===== config.mk =====
export PLATFORM = sky130hd
export DESIGN_NAME = keypad_entry_flat
export DESIGN_NICKNAME = d
export VERILOG_FILES = /design/src/rtl/keypad_entry_if.sv /design/src/rtl/keypad_entry.sv /design/src/flat_wrapper.sv
export SDC_FILE = /design/constraint.sdc
export NUM_CORES = 1
export LEC_CHECK = 0
export CORE_UTILIZATION = 48
export CTS_CLUSTER_DIAMETER = 40
export DETAILED_ROUTE_END_ITERATION = 12
export GPL_TIMING_DRIVEN = 0
export PLACE_DENSITY = 0.73
export SLEW_MARGIN = 0
export SYNTH_ARGS = -nofsm -noshare
export SYNTH_HDL_FRONTEND = slang
export SYNTH_SLANG_ARGS = --single-unit

===== constraint.sdc =====
create_clock -name clk -period 2.07 [get_ports clk]
set_input_delay 0.414 -clock clk [delete_from_list [all_inputs] [get_ports clk]]
set_output_delay 0.414 -clock clk [all_outputs]
set_load 0.05 [all_outputs]

===== src/rtl/keypad_entry_if.sv =====
// Keypad entry bus: keypad strobes and sensor in, password and status out.
// Optional KEYPAD_ECHO_EN adds the key_echo accept pulse.
interface keypad_entry_if;
    logic       sensor_entrance;
    logic       key_valid;
    logic [1:0] key_code;
    logic       pass_ack;
    logic [1:0] password_1;
    logic [1:0] password_2;
    logic       pass_ready;
    logic       entry_busy;
    logic       timeout_err;
    logic [2:0] state_dbg;
`ifdef KEYPAD_ECHO_EN
    logic       key_echo;
`endif

    // Handshake: pass_ready stays high until a one-cycle pass_ack is seen
    // while it is high; pass_ack at any other time has no effect.
    modport master (
`ifdef KEYPAD_ECHO_EN
        input  key_echo,
`endif
        output sensor_entrance, key_valid, key_code, pass_ack,
        input  password_1, password_2, pass_ready, entry_busy, timeout_err, state_dbg
    );

    modport slave (
`ifdef KEYPAD_ECHO_EN
        output key_echo,
`endif
        input  sensor_entrance, key_valid, key_code, pass_ack,
        output password_1, password_2, pass_ready, entry_busy, timeout_err, state_dbg
    );
endinterface


===== src/rtl/keypad_entry.sv =====
// Debounced two-digit keypad entry for the parking gate, with per-digit timeout.
// Optional KEYPAD_ECHO_EN adds key_echo, a pulse after each digit taken.
module keypad_entry #(
    parameter int DEBOUNCE_CYC = 4,
    parameter int TIMEOUT_CYC  = 200
) (
    input  logic           clk,
    input  logic           reset_n,
    keypad_entry_if.slave  bus
);
    localparam int CNT_MAX = (DEBOUNCE_CYC > TIMEOUT_CYC) ? DEBOUNCE_CYC : TIMEOUT_CYC;
    localparam int CW      = $clog2(CNT_MAX + 1);
    localparam logic [CW-1:0] DB_LAST = CW'(DEBOUNCE_CYC - 1);
    localparam logic [CW-1:0] TO_LAST = CW'(TIMEOUT_CYC - 1);

    typedef enum logic [2:0] {
        S_IDLE    = 3'd0,
        S_WAIT_D1 = 3'd1,
        S_WAIT_D2 = 3'd2,
        S_DONE    = 3'd3,
        S_TIMEOUT = 3'd4
    } state_t;

    state_t        state;
    logic          db;
    logic [CW-1:0] db_cnt;
    logic [CW-1:0] timer;
    logic [1:0]    pw1_q;
    logic [1:0]    pw2_q;
    logic          ready_q;
    logic          busy_q;
    logic          to_q;
    logic          accept;

    // db rises on this edge: last of DEBOUNCE_CYC consecutive high cycles
    assign accept = bus.key_valid && !db && (db_cnt == DB_LAST);

    always_ff @(posedge clk) begin
        if (!reset_n) begin
            db     <= 1'b0;
            db_cnt <= '0;
        end else if (bus.key_valid == db) begin
            db_cnt <= '0;
        end else if (db_cnt == DB_LAST) begin
            db     <= ~db;
            db_cnt <= '0;
        end else begin
            db_cnt <= db_cnt + 1'b1;
        end
    end

`ifdef KEYPAD_ECHO_EN
    logic echo_q;
    assign bus.key_echo = echo_q;
`endif

    always_ff @(posedge clk) begin
        if (!reset_n) begin
            state   <= S_IDLE;
            timer   <= '0;
            pw1_q   <= 2'b00;
            pw2_q   <= 2'b00;
            ready_q <= 1'b0;
            busy_q  <= 1'b0;
            to_q    <= 1'b0;
`ifdef KEYPAD_ECHO_EN
            echo_q  <= 1'b0;
`endif
        end else begin
`ifdef KEYPAD_ECHO_EN
            echo_q <= 1'b0;
`endif
            case (state)
                S_IDLE: begin
                    if (bus.sensor_entrance) begin
                        state  <= S_WAIT_D1;
                        pw1_q  <= 2'b00;
                        pw2_q  <= 2'b00;
                        timer  <= '0;
                        busy_q <= 1'b1;
                    end
                end
                S_WAIT_D1, S_WAIT_D2: begin
                    // Car leaving beats accept; accept beats timeout
                    if (!bus.sensor_entrance) begin
                        state  <= S_IDLE;
                        pw1_q  <= 2'b00;
                        pw2_q  <= 2'b00;
                        timer  <= '0;
                        busy_q <= 1'b0;
                    end else if (accept) begin
                        timer <= '0;
`ifdef KEYPAD_ECHO_EN
                        echo_q <= 1'b1;
`endif
                        if (state == S_WAIT_D1) begin
                            pw1_q <= bus.key_code;
                            state <= S_WAIT_D2;
                        end else begin
                            pw2_q   <= bus.key_code;
                            state   <= S_DONE;
                            busy_q  <= 1'b0;
                            ready_q <= 1'b1;
                        end
                    end else if (timer == TO_LAST) begin
                        state  <= S_TIMEOUT;
                        timer  <= '0;
                        pw1_q  <= 2'b00;
                        pw2_q  <= 2'b00;
                        busy_q <= 1'b0;
                        to_q   <= 1'b1;
                    end else begin
                        timer <= timer + 1'b1;
                    end
                end
                S_DONE: begin
                    if (!bus.sensor_entrance) begin
                        state   <= S_IDLE;
                        pw1_q   <= 2'b00;
                        pw2_q   <= 2'b00;
                        ready_q <= 1'b0;
                    end else if (bus.pass_ack) begin
                        state   <= S_IDLE;
                        ready_q <= 1'b0;
                    end
                end
                S_TIMEOUT: begin
                    if (!bus.sensor_entrance) begin
                        state <= S_IDLE;
                        to_q  <= 1'b0;
                    end
                end
                default: begin
                    state   <= S_IDLE;
                    timer   <= '0;
                    pw1_q   <= 2'b00;
                    pw2_q   <= 2'b00;
                    ready_q <= 1'b0;
                    busy_q  <= 1'b0;
                    to_q    <= 1'b0;
                end
            endcase
        end
    end

    assign bus.password_1  = pw1_q;
    assign bus.password_2  = pw2_q;
    assign bus.pass_ready  = ready_q;
    assign bus.entry_busy  = busy_q;
    assign bus.timeout_err = to_q;
    assign bus.state_dbg   = state;
endmodule

===== src/flat_wrapper.sv =====
// flat-port wrapper written by rule: the top's interface ports become plain ports
module keypad_entry_flat 
#(
    parameter int DEBOUNCE_CYC = 4,
    parameter int TIMEOUT_CYC  = 200
)
  (clk, reset_n, bus_sensor_entrance, bus_key_valid, bus_key_code, bus_pass_ack, bus_password_1, bus_password_2, bus_pass_ready, bus_entry_busy, bus_timeout_err, bus_state_dbg);
  keypad_entry_if bus_i ();
  input  logic clk;
  input  logic reset_n;
  input wire logic [$bits(bus_i.sensor_entrance)-1:0] bus_sensor_entrance;
  input wire logic [$bits(bus_i.key_valid)-1:0] bus_key_valid;
  input wire logic [$bits(bus_i.key_code)-1:0] bus_key_code;
  input wire logic [$bits(bus_i.pass_ack)-1:0] bus_pass_ack;
  output wire logic [$bits(bus_i.password_1)-1:0] bus_password_1;
  output wire logic [$bits(bus_i.password_2)-1:0] bus_password_2;
  output wire logic [$bits(bus_i.pass_ready)-1:0] bus_pass_ready;
  output wire logic [$bits(bus_i.entry_busy)-1:0] bus_entry_busy;
  output wire logic [$bits(bus_i.timeout_err)-1:0] bus_timeout_err;
  output wire logic [$bits(bus_i.state_dbg)-1:0] bus_state_dbg;
  assign bus_i.sensor_entrance = bus_sensor_entrance;
  assign bus_i.key_valid = bus_key_valid;
  assign bus_i.key_code = bus_key_code;
  assign bus_i.pass_ack = bus_pass_ack;
  assign bus_password_1 = bus_i.password_1;
  assign bus_password_2 = bus_i.password_2;
  assign bus_pass_ready = bus_i.pass_ready;
  assign bus_entry_busy = bus_i.entry_busy;
  assign bus_timeout_err = bus_i.timeout_err;
  assign bus_state_dbg = bus_i.state_dbg;
  keypad_entry #(.DEBOUNCE_CYC(DEBOUNCE_CYC), .TIMEOUT_CYC(TIMEOUT_CYC)) u_core (.clk(clk), .reset_n(reset_n), .bus(bus_i));
endmodule

Word-level counts from Yosys, hierarchy flattened
Cells that the tools add are included.

storage, ports and cells
  register bits = 27
  bits in latches = 0
  RAM bits = 0
  bits in read-only memories = 0
  input port bits = 7
  output and inout bits = 10
  word-level logic and storage cells = 96
  memories kept = 0

operators by class
  add/subtract/negate cells = 2
  $mul = 0
  divide/modulo/power cells = 0
  magnitude comparators = 0
  eq/ne operators = 19
  shift operators = 0
  mux-type cells = 42
  bitwise logic cells = 7
  reduce and logical (&&, ||, !) cells = 17

operators by type and width
  kind                 number
  $mux 8               4
  $pmux 8 s3           1
  $mux 3               7
  $reduce_and 5->1     4
  $mux 2               9
  $add 8x1->8 const B  2
  $pmux 2 s4           2
  $mux 1               15
  $ne 2x2->1 const B   6
  $pmux 3 s4           1
  $pmux 1 s3           3
  $eq 8x2->1 const B   1
  $eq 8x8->1 const B   1
  $ne 4x4->1 const B   2
  $reduce_and 4->1     2
  $reduce_or 2->1      4
  $not 1->1            7
  $eq 3x2->1 const B   2
  $ne 2x1->1 const B   2
  $ne 4x2->1 const B   1
  $reduce_and 2->1     2
  $eq 3x1->1 const B   1
  $eq 3x3->1 const B   1
  $logic_not 3->1      1
  5 further kinds      6

Longest topological paths before layout
  depth after elaboration = 6
  depth in mapped cells = 7
  mapped depth without buffers = 7

Worst setup path before layout
Ideal clock, no wire load.

  path type = flip-flop to flip-flop
  start point = register u_core.db_cnt[0]
  end point = register u_core.state[1] (netlist: u_core.bus.state_dbg[1])
  library setup time = 0.119 ns
  data arrival time = 1.908 ns
  data required time = 1.951 ns
  slack = 0.043 ns
  cell stages (with the launch flop) = 7
  buffers on the path = 0
  period minus slack after synthesis = 2.027 ns
  cells stage by stage = dfxtp_1 -> ha_1 -> or3b_2 -> nor3_4 -> nor4b_2 -> a311o_1 -> o221a_2

between the ends
  word-level cells in the longest chain between the ends = 5
  elaborated cells between the ends (all ways) = 7
  those cells by class = 2 x eq/ne; 3 x mux; 2 x reduce/logical

RTL lines
  item                    RTL line            source
  start, declared         keypad_entry.sv:26  logic [CW-1:0] db_cnt;
  start signal, assigned  keypad_entry.sv:48  db_cnt <= db_cnt + 1'b1;
  $eq 8x2->1 *            keypad_entry.sv:36  assign accept = bus.key_valid && !db && (db_cnt == DB_LAST);
  $logic_and 1x1->1 *     keypad_entry.sv:36
  $mux 3                  keypad_entry.sv:91  end else if (accept) begin
  $mux 3                  keypad_entry.sv:85  if (!bus.sensor_entrance) begin
  $pmux 3 s4              keypad_entry.sv:73  case (state)
  end signal, assigned    keypad_entry.sv:76  state <= S_WAIT_D1;
  end signal, assigned    keypad_entry.sv:86  state <= S_IDLE;
  end signal, assigned    keypad_entry.sv:98  state <= S_WAIT_D2;
  end, declared           keypad_entry.sv:24  state_t state;

Mark *: on every way between the ends. The rest lies on a longest branch, timed or not.
A chain may end at the register's enable or synchronous reset.

Worst setup path in the final report
  start point = register u_core.db_cnt[4]
  end point = register u_core.state[1] (netlist: u_core.bus.state_dbg[1])

Same word-level chain as after synthesis.

==> out/qor.yml <==
grt_pass1_wl_um: 4510
hold_buffers: 0
nets: 189
num_vias: 1199
p_int_w: 0.000683
power_density_nw_per_um2: 598
power_frac_seq_pct: 54.9
drc: 0
routedWlPerCell_um: 13.9
max_freq_ghz: 0.499
cts_tree: "built"
gp_congestion: 0.858
overflow: 0
vias_per_cell: 5.76
ys_async_sr_fraction_pct: 0
max_cap_viol_count: 0
rows: 18
ant_nets: 0
ys_ff_latch: 27
grt_max_degree: 16
first_global_vias: 1043
worstHoldPathType: "reg -> reg"
synth_area_um2: 1350
crit_path_max_fanout: 7
combPwrFrac_pct: 20.6
end_kind: "register"
fillers: 234
hold_slack_ps: 424
yosysSeqAreaShare_pct: 40.0
fp.dieArea_um2: 3030
setup_violations: 0
htreeDepth: 1
period_minus_slack_ps: 2000
port_buffers: 16
swShare_pct: 30.5
die-height_um: 55.0
ys_warn_count: 0
track_usage_pct: 20.8
syn_inst: 156
insertion_delay_ps: 340
worst_slack_ps: 67.5
drive_above_1_share_pct: 14.6
io_pins: 17
cp_data_arrival_time_ps: 2260
p_sw_w: 0.000299
slew_headroom_pct: 62.6
p_clk_share_pct: 24.4
cts_buffers: 3
core_um2: 2570
power.leakage_nw: 0.607
antenna_found_initial: 0
routed_wirelength_um: 2900
clock_skew_ps: 4.47
critical_path_class: "reg -> reg"
cts.sinks: 27
dp_hpwl_um: 1970
syn_avg_cell_area_um2: 8.65
syn_to_final_growth_pct: 21.7
initial_core_util_pct: 52.6
antenna_cells: 0
worst_pin_slew_ps: 556
root_buffer: "clkbuf_4"
ir_worst_vdd_v: 0.000402
period_share_pct: 96.7
die_w_um: 55.0
slew_viol_final: 0
hold_viol: 0
status: "finished, final reports clean"
synth_edf_count: 0
drtIter0Drc: 29
syn-num-nets: 166
synth_cell_type_count: 42
dp_slack_ps: -549
clk_pin_slew_ps: 150
dr.pass1.iters: 4
cp.required_ps: 2320
worstSetupStartpointType: "register"
synth-main-ff-cell: "dfxtp_1"
cts_buffer_depth: 2
[final timing paths]
check	from	endpoint	slack, ps	depth (start not counted)
worst max-delay path	u_core.db_cnt[4]$_SDFF_PP0_	u_core.bus.state_dbg[1]$_SDFFE_PN0P_	70	5
worst min register to register	u_core.db_cnt[0]$_SDFF_PP0_	u_core.db_cnt[0]$_SDFF_PP0_	420	1
worst min-delay path	u_core.db_cnt[0]$_SDFF_PP0_	u_core.db_cnt[0]$_SDFF_PP0_	420	1
worst max register to register	u_core.db_cnt[4]$_SDFF_PP0_	u_core.bus.state_dbg[1]$_SDFFE_PN0P_	70	5
[cells in the mapped netlist, types with 3 or more instances]
| cell | instances | area share, % |
|---|---|---|
| dfxtp_1 | 27 | 40 |
| nor2_1 | 20 | 5.6 |
| nand2_1 | 17 | 4.7 |
| xor2_1 | 8 | 5.2 |
| inv_1 | 7 | 1.9 |
| mux2i_1 | 7 | 5.2 |
| o21ai_0 | 7 | 2.6 |
| clkbuf_1 | 5 | 1.4 |
| nand3_1 | 5 | 1.9 |
| and3_1 | 4 | 1.9 |
| nor3_1 | 4 | 1.5 |
| xnor2_1 | 4 | 2.6 |
| ha_1 | 3 | 2.8 |
| nand3b_1 | 3 | 1.7 |
| nand4_1 | 3 | 1.4 |
[logic make-up (layout without fill, tap and decap cells)]
| logic type | Yosys count | in the layout | synth area share [%] |
|---|---|---|---|
| simple gates | 71 | 71 | 28.8 |
| buf+inv | 13 | 35 | 3.71 |
| xor+xnor | 12 | 12 | 7.78 |
| fa+ha+maj | 3 | 3 | 2.78 |
| mux | 7 | 7 | 5.19 |
| flops | 27 | 27 | 40.0 |
| compound gates | 23 | 23 | 11.7 |
[per-stage QoR]
stage               util, %  instance area, um^2  power [W]  setup TNS [ps]  cells
finish                 64.0                 1640   0.000982               0    208
floorplan                 -                 1350   0.000682               0    156
global route           64.0                 1640    0.00101           -22.6    208
global placement       60.3                 1550   0.000733           -6080    202
CTS                    62.8                 1610   0.000978               0    207
detailed placement     60.3                 1550   0.000736           -6380    202
[power by group through the flow]
stage,sequential [W],combinational [W],clock [W]
CTS,0.000540,0.000193,0.000245
detailed placement,0.000550,0.000186,0
global route,0.000541,0.000216,0.000255
floorplan,0.000577,0.000106,0
finish,0.000539,0.000203,0.000240
global placement,0.000549,0.000184,0
[flip-flops by register name (all words and copies together) (netlist names)]
name                    count
u_core.bus.entry_busy       1
u_core.bus.pass_ready       1
u_core.bus.password_1       2
u_core.bus.password_2       2
u_core.bus.state_dbg        3
u_core.bus.timeout_err      1
u_core.db                   1
u_core.db_cnt               8
u_core.timer                8
[cell usage in the layout, fill, tap and decap left out, types with 5 or more instances in the layout]
master and count:
o21ai_0 6, xor2_1 8, mux2i_1 7, dfxtp_2 5
clkdlybuf4s50_1 16, dfxtp_1 22, nor2_1 20, nand2_1 17
nand3_1 5, inv_1 7
[cell type report]
| cell class | count | area (um^2) | share of cell area (%) |
|---|---|---|---|
| multi-input combinational | 116 | 802 | 48.8 |
| clock inverter | 1 | 5.00 | 0.305 |
| inverter | 7 | 26.3 | 1.60 |
| clock buffer | 3 | 22.5 | 1.37 |
| tap | 30 | 37.5 | 2.28 |
| timing repair buffer | 19 | 183 | 11.1 |
| buffer | 5 | 20.0 | 1.22 |
| sequential | 27 | 547 | 33.3 |
[worst max-delay path, stage by stage (launching register included)]
cell     delay, ps
dfxtp_2        370
or4_4          590
nor3_4         260
nor4b_4        110
a311o_1        360
o221a_2        230
[per-layer routing]
metal | track usage, % | vias up | routed length [um]
met3 | 2.46 | 5 | 139
met5 | 0 | - | 0
met2 | 34.5 | 43 | 1360
li1 | - | 595 | -
met4 | 8.75 | 0 | 47
met1 | 27.2 | 556 | 1360
[what timing repair did]
action / in CTS / in global routing
setup buffers: 1 / 2
gates resized for setup: 7 / 8
cloned: 0 / 0
setup endpoints to repair: 11 / 11
pin swaps: 1 / 3
No activity file was read; power rests on OpenSTA's default activity.
